## src/rtl/fifo_stream_reader.sv

```systemverilog
`default_nettype none
// ============================================================================
// fifo_stream_reader : turns a 1-cycle-latency FIFO read port into a
// valid/ready stream through a 2-entry buffer (full rate, no bubbles).
// Revision: 1.0
// ============================================================================
module fifo_stream_reader #(
   parameter int DATA_WIDTH = 8,
   parameter int CNT_WIDTH  = 16
) (
   input  logic                  clk,
   input  logic                  rst,
   input  logic                  fifo_empty,
   output logic                  fifo_rd_en,
   input  logic [DATA_WIDTH-1:0] fifo_rd_data,
   output logic                  m_valid,
   input  logic                  m_ready,
   output logic [DATA_WIDTH-1:0] m_data,
   output logic [1:0]            occ,
   output logic [CNT_WIDTH-1:0]  xfer_count
);

   logic [DATA_WIDTH-1:0] mem_q [2];
   logic [DATA_WIDTH-1:0] mem_d [2];
   logic                  hd_q;
   logic                  hd_d;
   logic [1:0]            occ_q;
   logic [1:0]            occ_d;
   logic                  inflight_q;
   logic                  inflight_d;
   logic [CNT_WIDTH-1:0]  xfer_count_q;
   logic [CNT_WIDTH-1:0]  xfer_count_d;

   logic                  pop;
   logic [2:0]            demand;
   logic                  slot;

   always_comb begin
      mem_d        = mem_q;
      hd_d         = hd_q;
      occ_d        = occ_q;
      inflight_d   = inflight_q;
      xfer_count_d = xfer_count_q;
      pop          = 1'b0;
      demand       = 3'd0;
      slot         = 1'b0;
      fifo_rd_en   = 1'b0;

      pop = (occ_q != 2'd0) & m_ready;

      // Words owned after this edge; a pop only happens with occ>=1, so no underflow.
      demand = {1'b0, occ_q} + {2'b00, inflight_q} - {2'b00, pop};

      // rst gates the strobe so the FIFO is never read while both blocks are held in reset.
      fifo_rd_en = ~rst & ~fifo_empty & (demand < 3'd2);

      // Capture slot from pre-pop state; occ<=1 whenever a word is in flight.
      slot = hd_q ^ occ_q[0];
      if (inflight_q) begin
         mem_d[slot] = fifo_rd_data;
      end

      occ_d        = demand[1:0];
      hd_d         = hd_q ^ pop;
      inflight_d   = fifo_rd_en;
      xfer_count_d = xfer_count_q + CNT_WIDTH'(pop);
   end

   always_ff @(posedge clk or posedge rst) begin
      if (rst) begin
         mem_q[0]     <= '0;
         mem_q[1]     <= '0;
         hd_q         <= 1'b0;
         occ_q        <= 2'd0;
         inflight_q   <= 1'b0;
         xfer_count_q <= '0;
      end else begin
         mem_q[0]     <= mem_d[0];
         mem_q[1]     <= mem_d[1];
         hd_q         <= hd_d;
         occ_q        <= occ_d;
         inflight_q   <= inflight_d;
         xfer_count_q <= xfer_count_d;
      end
   end

   assign m_valid    = (occ_q != 2'd0);
   assign m_data     = mem_q[hd_q];
   assign occ        = occ_q;
   assign xfer_count = xfer_count_q;

endmodule
`default_nettype wire

```

## config.mk

```make
export PLATFORM = sky130hd
export DESIGN_NAME = fifo_stream_reader
export DESIGN_NICKNAME = d
export VERILOG_FILES = /design/src/rtl/fifo_stream_reader.sv
export SDC_FILE = /design/constraint.sdc
export NUM_CORES = 1
export LEC_CHECK = 0
export ABC_AREA = 1
export BUFFER_PORTS_ARGS = -buffer_cell sky130_fd_sc_hd__buf_4
export CAP_MARGIN = 20
export CORE_ASPECT_RATIO = 1.75
export CORE_MARGIN = 10
export CORE_UTILIZATION = 47
export CTS_CLUSTER_DIAMETER = 30
export DETAILED_ROUTE_END_ITERATION = 8
export GPL_TIMING_DRIVEN = 0
export PLACE_DENSITY = 0.78
export SYNTH_ARGS = -nofsm -noshare
export SYNTH_HDL_FRONTEND = slang
export SYNTH_SLANG_ARGS = --single-unit
```

## constraint.sdc

```tcl
create_clock -name clk -period 2.65 [get_ports clk]
set_input_delay 0 -clock clk [delete_from_list [all_inputs] [get_ports clk]]
set_output_delay 0 -clock clk [all_outputs]
set_load 0.05 [all_outputs]
```

# Yosys cells after proc, flatten, opt, wreduce, memory -nomap -nowiden
# Cells that the tools add are included.
[op_classes] n_eq_ne=0 multipliers=0 add_sub_neg=3 shift=0 magnitude_cmp=4 div=0 muxes=6 reduce_logical=2 bitwise_logic=9
[ops] op="$mux 8" count=4
[ops] op="$add 16x1->16" count=1
[ops] op="$bwmux 16" count=1
[ops] op="$demux 8 s1" count=1
[ops] op="$ge 2x2->1 const B" count=2
[ops] op="$not 1->2" count=2
[ops] op="$add 2x1->3" count=1
[ops] op="$and 1x1->1" count=3
[ops] op="$lt 3x2->1 const B" count=1
[ops] op="$sub 3x1->3" count=1
[ops] op="$lt 2x1->1 const B" count=1
[ops] op="$not 1->1" count=2
[ops] op="$reduce_bool 2->1" count=1
[ops] op="$xor 1x1->1" count=2
[ops] op="$logic_and 1x1->1" count=1
[word_totals] mem_bits_ro=0 out_inout_bits=28 ff_bits=36 ram_bits=0 input_bits=12 n_memories=0 elab_cells=30 latch_bits=0

# Depth between registers and ports, before layout
# Gate-level depths: netlist of the first run.
[logic_depth] ltp_word=7 mapped_depth=11 mapped_depth_nobuf=11

# Worst setup path before layout of the first run
# Ideal clock, no wire load.
[synth_timing] kind="reg-to-reg" from="register occ_q[0] (netlist: occ[0])" to="register inflight_q" path_stages_with_launch=11 setup_slack_ns=-0.637 t_arrival_ns=3.084 path_buffers=0 synth_period_minus_slack_ns=3.287 cell_sequence="dfrtp_1 -> or2_2 -> nand2_1 -> inv_1 -> ha_1 -> inv_1 -> ha_1 -> fa_1 -> nor2_1 -> nand2_1 -> nor2_1"
[synth_between] elab_chain_len=5 word_cells_on_any_way=6 classes_between="add/sub (2); order compare (1); bitwise (2); reduce/logical (1)"
[synth_rtl] element="start: declaration" line_no="27" source="logic [1:0] occ_q;"
[synth_rtl] element="start signal: assignment" line_no="74" source="occ_q <= 2'd0;"
[synth_rtl] element="start signal: assignment" line_no="81" source="occ_q <= occ_d;"
[synth_rtl] element="$reduce_bool 2->1"
[synth_rtl] element="via m_valid" line_no="16" source="output logic m_valid,"
[synth_rtl] element="$and 1x1->1" line_no="49" source="pop = (occ_q != 2'd0) & m_ready;"
[synth_rtl] element="$sub 3x1->3" line_no="52" source="demand = {1'b0, occ_q} + {2'b00, inflight_q} - {2'b00, pop};"
[synth_rtl] element="via demand[1]" line_no="35" source="logic [2:0] demand;"
[synth_rtl] element="$lt 3x2->1" line_no="55" source="fifo_rd_en = ~rst & ~fifo_empty & (demand < 3'd2);"
[synth_rtl] element="$and 1x1->1" line_no="55"
[synth_rtl] element="via fifo_rd_en" line_no="14" source="output logic fifo_rd_en,"
[synth_rtl] element="end signal: assignment" line_no="82" source="inflight_q <= inflight_d;"
[synth_rtl] element="end: declaration" line_no="29" source="logic inflight_q;"
# The timed path passes the listed nets, and every way through them passes these cells.
# A chain may end at the register's enable or synchronous reset.

# Worst setup path in the final report of the first run
[layout_timing] from="register occ_q[0] (netlist: occ[0])" to="output fifo_rd_en"
[layout_between] elab_chain_len=5 word_cells_on_any_way=6 classes_between="add/sub (2); order compare (1); bitwise (2); reduce/logical (1)"
[layout_rtl] element="parallel branches: the longest is 2 deep, another holds $add 2x1->3"
[layout_rtl] element="$sub 3x1->3 (*)" line_no="52"
[layout_rtl] element="via demand[1]" line_no="35"
[layout_rtl] element="$lt 3x2->1 (*)" line_no="55"
[layout_rtl] element="$and 1x1->1 (*)" line_no="55"
[layout_rtl] element="end: declaration" line_no="14"
# Mark *: on every way through the listed nets, which the timed path passes.

==> results_dict.tcl, run 1 <==
set metrics [dict create \
    drv_cap 0 \
    first_pass_iters 4 \
    worst_skew_pair.late_latency_ns 0.28 \
    areaGrowthSynthToFinish_pct 38.1 \
    die_y_um 100 \
    synth_area_leaders "dfrtp_1 (52%), nand2_1 (14%), inv_1 (5.2%)" \
    portBuffers 39 \
    pin_count 40 \
    cp.arrival_ns 2.54 \
    clock_path_buffers 2 \
    syn-num-nets 214 \
    finalHoldViolations 0 \
    cts_tree "yes" \
    final_cell_mix "nand2_1 (61), buf_4 (43), dfrtp_1 (34)" \
    drive_above_1_share 0.265 \
    design.core.area_um2 3590 \
    antenna_cells 0 \
    drcViolationCount 0 \
    grt_pass1_vias 1504 \
    post_synth_inst_count 197 \
    synthesis.area_um2 1720 \
    grt_pass1_wl_mm 6.84 \
    ys_seq_area_frac 0.524 \
    critPathLaunchType "register" \
    synth_top_area_frac 0.524 \
    path_max_fanout 4 \
    max_slew.worst_pin.slew_ns 0.784 \
    cts.sinks 36 \
    drt-total-wl_mm 4.13 \
    dr.max_layer_used "met4" \
    drtIter0Drc 113 \
    post-route-period-util 0.959 \
    route.met3.wl_um 255 \
    skew_ns 0.00552 \
    ir_drop_mv 0.750 \
    synthArstFlopShare 1.00 \
    synth_top_area_cell "dfrtp_1" \
    synth_flop_cell "dfrtp_1" \
    setup_ws_ns 0.109 \
    clockRootBuffer "clkbuf_8" \
    crit_type "reg2out" \
    start_util 0.479 \
    final_core_util 0.661 \
    ant_nets 0 \
    grt_overflow_total 0 \
    crit_path_end_kind "output port" \
    dieArea_um2 6570 \
    yosysUniqueCellTypes 21 \
    outcome "complete, no violations" \
    p_leak_nw 1.19 \
    holdWs_ns 0.423 \
    row_count 29 \
    synth-edff-count 0 \
    vias 1466 \
    dp.cells 282 \
    avgSynthCellArea_um2 8.73 \
    route.met2.wl_mm 2.22 \
    gp_congestion 0.720 \
    grtUsageTotal 0.128 \
    wire_per_inst_um 13.5 \
    critPathRequiredTime_ns 2.65 \
    max_clock_freq_mhz 394 \
    fin_nets 276 \
    clkTransAtPathRegs_ns 0.07 \
    min_period_ns 2.54 \
    ys_warn_count 0 \
    die_x_um 65.7 \
    grt_max_degree 38 \
    met1Wirelength_mm 1.62 \
    viasPerCell 4.79 \
    htreeDepth 2 \
    slew_headroom 0.476 \
    dpl_worst_slack_ns 0.322 \
    final_cells 306 \
    setup_viol 0 \
    layout_commonest_cell "nand2_1" \
    numCtsBuffers 5 \
    ys_ff_latch 36 \
    power.density_nw_per_um2 1340 \
    antenna_found_initial 0 \
    min_path_type "in2async" \
    slew_viol_final 0 \
    hpwl_mm 2.96 \
]
-- power by group --
part	internal, mW	switching, mW
logic	0.580	1.17
clock network	0.332	0.195
registers	0.761	0.139
-- worst max-delay path, stage by stage (launching register included) --
cell	delay, ns
dfrtp_2	0.43
or2_4	0.27
nand2_4	0.07
inv_2	0.04
ha_1	0.26
inv_1	0.04
ha_2	0.17
fa_1	0.46
nor2_1	0.11
nand2_1	0.09
nor2_4	0.17
buf_8	0.15
-- kinds of logic after synthesis --
group / synth area share
flip-flops: 0.524
buffers and inverters: 0.0640
AO/OA/AOI/OAI: 0.0597
AND/OR/NAND/NOR: 0.250
XOR/XNOR: 0.0619
adder cells (fa/ha/maj): 0.0408
-- timing repair --
item	in CTS	in global routing
setup endpoints to repair	1	1
buffers inserted	0	5
resized for setup	1	5
hold buffers	10	1
hold endpoints to repair	53	1
pin swaps	0	4
-- cell type report --
cell class / instances / area, µm²
multi-input combinational: 134 / 728
fill: 296 / 1220
tap: 46 / 57.6
inverter: 24 / 90.1
sequential: 36 / 903
buffer: 3 / 20.0
clock inverter: 1 / 30.0
timing repair buffer: 55 / 448
clock buffer: 7 / 96.3
-- cells in the mapped netlist (2+ instances only) --
cell type,number
nor2_1,16
o21ai_2,2
dfrtp_1,36
o21ai_1,6
ha_1,4
xor2_1,4
xnor2_1,5
nand4_1,3
nand2_2,3
nand2_1,62
inv_1,24
nand3_1,13
o21ai_0,11
-- sequential cells by signal, indices dropped and copies added (netlist names) --
register	count
occ	2
inflight_q	1
hd_q	1
mem_q	16
xfer_count	16
-- metal layers --
| layer | vias up | track usage |
|---|---|---|
| met3 | 4 | 0.0390 |
| met2 | 42 | 0.228 |
| met1 | 686 | 0.139 |
| met4 | 0 | 0.0397 |
| met5 | - | 0 |
| li1 | 734 | - |
-- worst paths after layout --
check / startpoint / end / slack, ns / cells past startpoint
max in group asynchronous: rst / occ[0]$_DFF_PP0_ / 1.67 / 3
worst min-delay path: rst / xfer_count[6]$_DFF_PP0_ / 0.42 / 3
worst max register to register: occ[0]$_DFF_PP0_ / inflight_q$_DFF_PP0_ / 0.37 / 11
min in group clk: fifo_rd_data[0] / mem_q[0]$_DFFE_PP0P_ / 0.47 / 4
worst max-delay path: occ[0]$_DFF_PP0_ / fifo_rd_en / 0.11 / 11
worst min register to register: mem_q[10]$_DFFE_PP0P_ / mem_q[10]$_DFFE_PP0P_ / 0.47 / 2
-- per-stage QoR --
stage / area [µm²] / setup TNS (ns) / total power [mW]
after CTS: 2310 / 0 / 3.10
after detailed placement: 2080 / 0 / 2.54
after global routing: 2370 / -0.0223 / 3.36
after floorplan: 1730 / 0 / 2.08
final: 2370 / 0 / 3.17
after global placement: 2080 / 0 / 2.52
Power figures use the tool's default switching activity.
==> inputs of run 2 (changes only) <==
Settings changed: RECOVER_POWER set to 100, SKIP_LAST_GASP set to 1.
==> run 2 against run 1 <==
  * Wire length increased by 0.19%
  * Critical path depth did not move
  * Final cell count is the same
  * Hold slack got worse by 0.010 ns
  * Clock skew is 0.00062 ns higher
  * Fmax barely moved
  * Worst setup slack got worse by 0.0017 ns
  * First-iteration DRC count is 4.4% lower
  * Sequential share of layout area grew 0.18 points
  * Core utilization is 0.31 points lower
==> results_dict.tcl, run 2 (synthesized netlist as in run 1, its figures left out) <==
set metrics [dict create \
    drcViolationCount 0 \
    wire_per_inst_um 13.5 \
    final_cell_mix "nand2_1 (61), buf_4 (40), dfrtp_1 (34)" \
    finalHoldViolations 0 \
    grt_pass1_vias 1504 \
    gp_congestion 0.720 \
    grt_pass1_wl_mm 6.84 \
    die_x_um 65.7 \
    min_path_type "in2async" \
    hpwl_mm 2.96 \
    drtIter0Drc 108 \
    design.core.area_um2 3590 \
    row_count 29 \
    final_area_um2 2360 \
    cts.sinks 36 \
    areaGrowthSynthToFinish_pct 37.4 \
    cts_tree "yes" \
    viasPerCell 4.79 \
    slew_viol_final 0 \
    crit_type "reg2out" \
    intPower_mw 1.66 \
    grt_overflow_total 0 \
    critPathRequiredTime_ns 2.65 \
    p_switching_mw 1.50 \
    worst_skew_pair.late_latency_ns 0.28 \
    start_util 0.479 \
    fin_nets 276 \
    ir_drop_mv 0.751 \
    clock_power_share 0.167 \
    placedInstanceArea_um2 2080 \
    drt-total-wl_mm 4.14 \
    power.density_nw_per_um2 1340 \
    timing.rr.start "occ[0]$_DFF_PP0_" \
    max_clock_freq_mhz 393 \
    die_y_um 100 \
    p_comb_frac 0.548 \
    outcome "complete, no violations" \
    dp.cells 282 \
    clock_path_buffers 2 \
    reg2reg_slack_ns 0.37 \
    layout_commonest_cell "nand2_1" \
    numCtsBuffers 5 \
    portBuffers 39 \
    grtUsageTotal 0.128 \
    crit_path_end_kind "output port" \
    max_slew.worst_pin.slew_ns 0.778 \
    drive_above_1_share 0.254 \
    critPathLaunchType "register" \
    post-route-period-util 0.960 \
    power_mw 3.16 \
    htreeDepth 2 \
    seq_power_share 0.285 \
    reg2regPathDepth 11 \
    final_cells 306 \
    drv_cap 0 \
    antenna_found_initial 0 \
    clockRootBuffer "clkbuf_8" \
    cp.arrival_ns 2.54 \
    grt_max_degree 38 \
    min_period_ns 2.54 \
    switching_share 0.475 \
    vias 1466 \
    first_pass_iters 4 \
    setup_viol 0 \
    skew_ns 0.00614 \
    clkTransAtPathRegs_ns 0.07 \
    r2r_end "inflight_q$_DFF_PP0_" \
    ant_nets 0 \
    p_leak_nw 1.18 \
    dieArea_um2 6570 \
    pin_count 40 \
    setup.worst_path.end "fifo_rd_en" \
    antenna_cells 0 \
    path_max_fanout 4 \
    fillers 302 \
    slew_headroom 0.481 \
    critical_path.startpoint "occ[0]$_DFF_PP0_" \
]
run 2: cell types whose count changed in the layout (fill, tap and decap cells not counted), sizes merged:
cell    previous run  this run
buf               46        43
clkbuf             8        11
run 2: metal layers:
metal  vias up  wire, µm  track usage
met4         0        38       0.0397
met5         -         0            0
li1        735         -            -
met1       688      1660        0.139
met2        39      2210        0.228
met3         4       235       0.0390
run 2: worst min-delay path by stage:
| stage | startpoint | end | slack, ns | cells past startpoint |
|---|---|---|---|---|
| final | rst | xfer_count[6]$_DFF_PP0_ | 0.41 | 3 |
| after global routing | rst | xfer_count[6]$_DFF_PP0_ | 0.48 | 3 |
| after CTS | m_ready | hd_q$_DFF_PP0_ | 0.02 | 3 |
| after detailed placement | rst | xfer_count[6]$_DFF_PP0_ | 0.20 | 2 |
| after global placement | fifo_rd_data[0] | mem_q[0]$_DFFE_PP0P_ | 0.21 | 3 |
| after floorplan | fifo_rd_data[0] | mem_q[0]$_DFFE_PP0P_ | 0.11 | 2 |
run 2: layout make-up:
type                       count  area, µm²  area share
sequential                    36        903       0.382
multi-input combinational    134        728       0.308
timing repair buffer          55        437       0.185
clock buffer                   7       96.3      0.0408
inverter                      24       90.1      0.0381
tap                           46       57.6      0.0244
clock inverter                 1       30.0      0.0127
buffer                         3       20.0     0.00847
run 2: power by group through the flow:
stage	registers [mW]	logic (mW)	clock network, mW
floorplan	1.11	0.970	0
CTS	0.910	1.65	0.547
finish	0.900	1.73	0.526
global route	0.926	1.86	0.561
detailed placement	0.919	1.62	0
global placement	0.909	1.61	0
run 2: timing repair:
item | in CTS | in global routing
resized for setup | 1 | 5
endpoints found under the hold margin | 53 | 1
pin swaps | 0 | 4
hold buffers | 10 | 1
setup buffers | 0 | 5
setup endpoints to repair | 1 | 1
run 2: critical path, stage by stage (launching register included):
cell and delay, ns:
dfrtp_2 0.43, or2_4 0.27, nand2_4 0.07, inv_2 0.04, ha_1 0.26, inv_1 0.04
ha_2 0.17, fa_1 0.46, nor2_1 0.11, nand2_1 0.09, nor2_4 0.17, buf_8 0.15
run 2: stage by stage:
stage               setup slack, ns  hold slack (ns)   util  setup TNS (ns)
global placement              0.327            0.214  0.580               0
detailed placement            0.322            0.198  0.580               0
floorplan                    0.0613            0.109      -               0
CTS                          0.0206           0.0169  0.644               0
global route                -0.0223            0.480  0.658         -0.0223
finish                        0.107            0.413  0.658               0
==> inputs of run 3 (changes only) <==
Clock period 2.65 ns to 2.6 ns, I/O delays scaled along.
==> run 3 against run 2 <==
  * Total power shrank 1.2%
  * Final cell count is the same
  * Core utilization shrank 2.2 points
  * Wire length shrank 0.31%
  * Via count grew 1.2%
  * Critical path type unchanged
  * Largest cell class unchanged
==> results_dict.tcl, run 3 (synthesized netlist as in run 1, its figures left out) <==
set metrics [dict create \
    outcome "complete, no violations" \
    drtIter0Drc 93 \
    grt_overflow_total 0 \
    portBuffers 39 \
    cts.sinks 36 \
    finalHoldViolations 0 \
    drt-total-wl_mm 4.13 \
    die_x_um 65.7 \
    cts_tree "yes" \
    start_util 0.479 \
    dieArea_um2 6570 \
    post-route-period-util 0.955 \
    numCtsBuffers 5 \
    ir_drop_mv 0.729 \
    pin_count 40 \
    final_cell_mix "nand2_1 (61), dfrtp_1 (34), clkbuf_1 (22), buf_4 (22), inv_1 (21)" \
    met1Wirelength_mm 1.65 \
    cp.arrival_ns 2.48 \
    crit_path_end_kind "output port" \
    max_clock_freq_mhz 403 \
    timing.rr.start "occ[1]$_DFF_PP0_" \
    clkTransAtPathRegs_ns 0.07 \
    reg2reg_slack_ns 0.29 \
    hold_start "fifo_empty" \
    clock_path_buffers 2 \
    min_period_ns 2.48 \
    vias 1484 \
    fin_nets 276 \
    worst_skew_pair.late_latency_ns 0.28 \
    route.met3.wl_um 243 \
    min_path_type "in2reg" \
    grt_max_degree 38 \
    wire_per_inst_um 13.5 \
    areaGrowthSynthToFinish_pct 32.9 \
    path_max_fanout 2 \
    final_core_util 0.636 \
    row_count 29 \
    htreeDepth 2 \
    hold_depth 6 \
    ant_nets 0 \
    crit_type "reg2out" \
    hpwl_mm 2.96 \
    drcViolationCount 0 \
    grt_pass1_wl_mm 6.93 \
    skew_ns 0.00622 \
    power.density_nw_per_um2 1370 \
    tns_ns 0 \
    hold_end "inflight_q$_DFF_PP0_" \
    rsz0062_at_grt "no" \
    grt_pass1_vias 1526 \
    clockRootBuffer "clkbuf_8" \
    critPathRequiredTime_ns 2.60 \
    route.met2.wl_mm 2.19 \
    fillers 322 \
    layout_commonest_cell "nand2_1" \
    die_y_um 100 \
    grtUsageTotal 0.130 \
    critPathLaunchType "register" \
    max_slew.worst_pin.slew_ns 1.20 \
    setup_viol 0 \
    slew_viol_final 0 \
    viasPerCell 4.85 \
    slew_headroom 0.192 \
    antenna_found_initial 0 \
    dr.max_layer_used "met4" \
    gp_congestion 0.720 \
    first_pass_iters 4 \
    antenna_cells 0 \
    p_leak_nw 1.10 \
    design.core.area_um2 3590 \
    drive_above_1_share 0.192 \
    r2r_end "inflight_q$_DFF_PP0_" \
    drv_cap 0 \
    reg2regPathDepth 11 \
]
==> run 3: cell types whose count changed in the layout (fill, tap and decap cells not counted), sizes merged <==
cell and delta:
buf -19, clkbuf +20, dlygate4sd3 -1
==> run 3: per-stage QoR <==
step           cell area [µm²]  instances  worst slack (ns)  total power, mW  hold WS [ns]
2_1_floorplan             1730        197            0.0113             2.12         0.109
3_3_place_gp              2080        282             0.277             2.56         0.214
3_5_place_dp              2080        282             0.272             2.59         0.198
4_1_cts                   2340        303            0.0252             3.20         0.116
5_1_grt                   2280        306           0.00169             3.31         0.248
6_report                  2280        306             0.117             3.12         0.233
==> run 3: layer usage <==
metal  track usage  vias to the layer above
met5             0                        -
met3        0.0401                        4
met1         0.140                      703
met2         0.231                       40
met4        0.0397                        0
li1              -                      737
==> run 3: final cells by class <==
cell class              instances  area [µm²]  share of cell area
flip-flops and latches         36         903               0.395
inverters                      24        92.6              0.0405
clock inverters                 1        30.0              0.0131
well taps                      46        57.6              0.0252
repair buffers                 55         370               0.162
plain buffers                   3        12.5             0.00548
multi-input cells             134         722               0.316
clock buffers                   7        96.3              0.0422
==> run 3: worst max-delay path by stage <==
stage                startpoint                    to  slack, ns  cells after the start
6_report       occ[1]$_DFF_PP0_            fifo_rd_en       0.12                     11
5_1_grt        occ[0]$_DFF_PP0_            fifo_rd_en      0.002                     11
4_1_cts        occ[1]$_DFF_PP0_            fifo_rd_en       0.03                     11
3_5_place_dp   occ[0]$_DFF_PP0_            fifo_rd_en       0.27                     11
3_3_place_gp   occ[0]$_DFF_PP0_            fifo_rd_en       0.28                     11
2_1_floorplan  occ[0]$_DFF_PP0_  inflight_q$_DFF_PP0_       0.01                     10
==> run 3: critical path, stage by stage (launching register included) <==
cell	delay (ns)
dfrtp_2	0.42
or2_4	0.25
nand2_4	0.09
inv_4	0.04
ha_4	0.25
inv_2	0.03
ha_2	0.17
fa_1	0.46
nor2_1	0.11
nand2_1	0.08
nor2_4	0.15
buf_8	0.16
==> run 3: repair_timing <==
action	in CTS	in global routing
endpoints found under the setup margin	1	1
hold buffers	10	0
buffers inserted	3	3
gates resized for setup	3	6
hold endpoints to repair	53	0
pin swaps	1	5
==> run 3: power breakdown <==
| group | switching, mW | leakage [nW] | internal, mW |
|---|---|---|---|
| Combinational | 1.19 | 0.586 | 0.495 |
| Clock | 0.199 | 0.0645 | 0.338 |
| Sequential | 0.127 | 0.450 | 0.776 |
| Total | 1.51 | 1.10 | 1.61 |
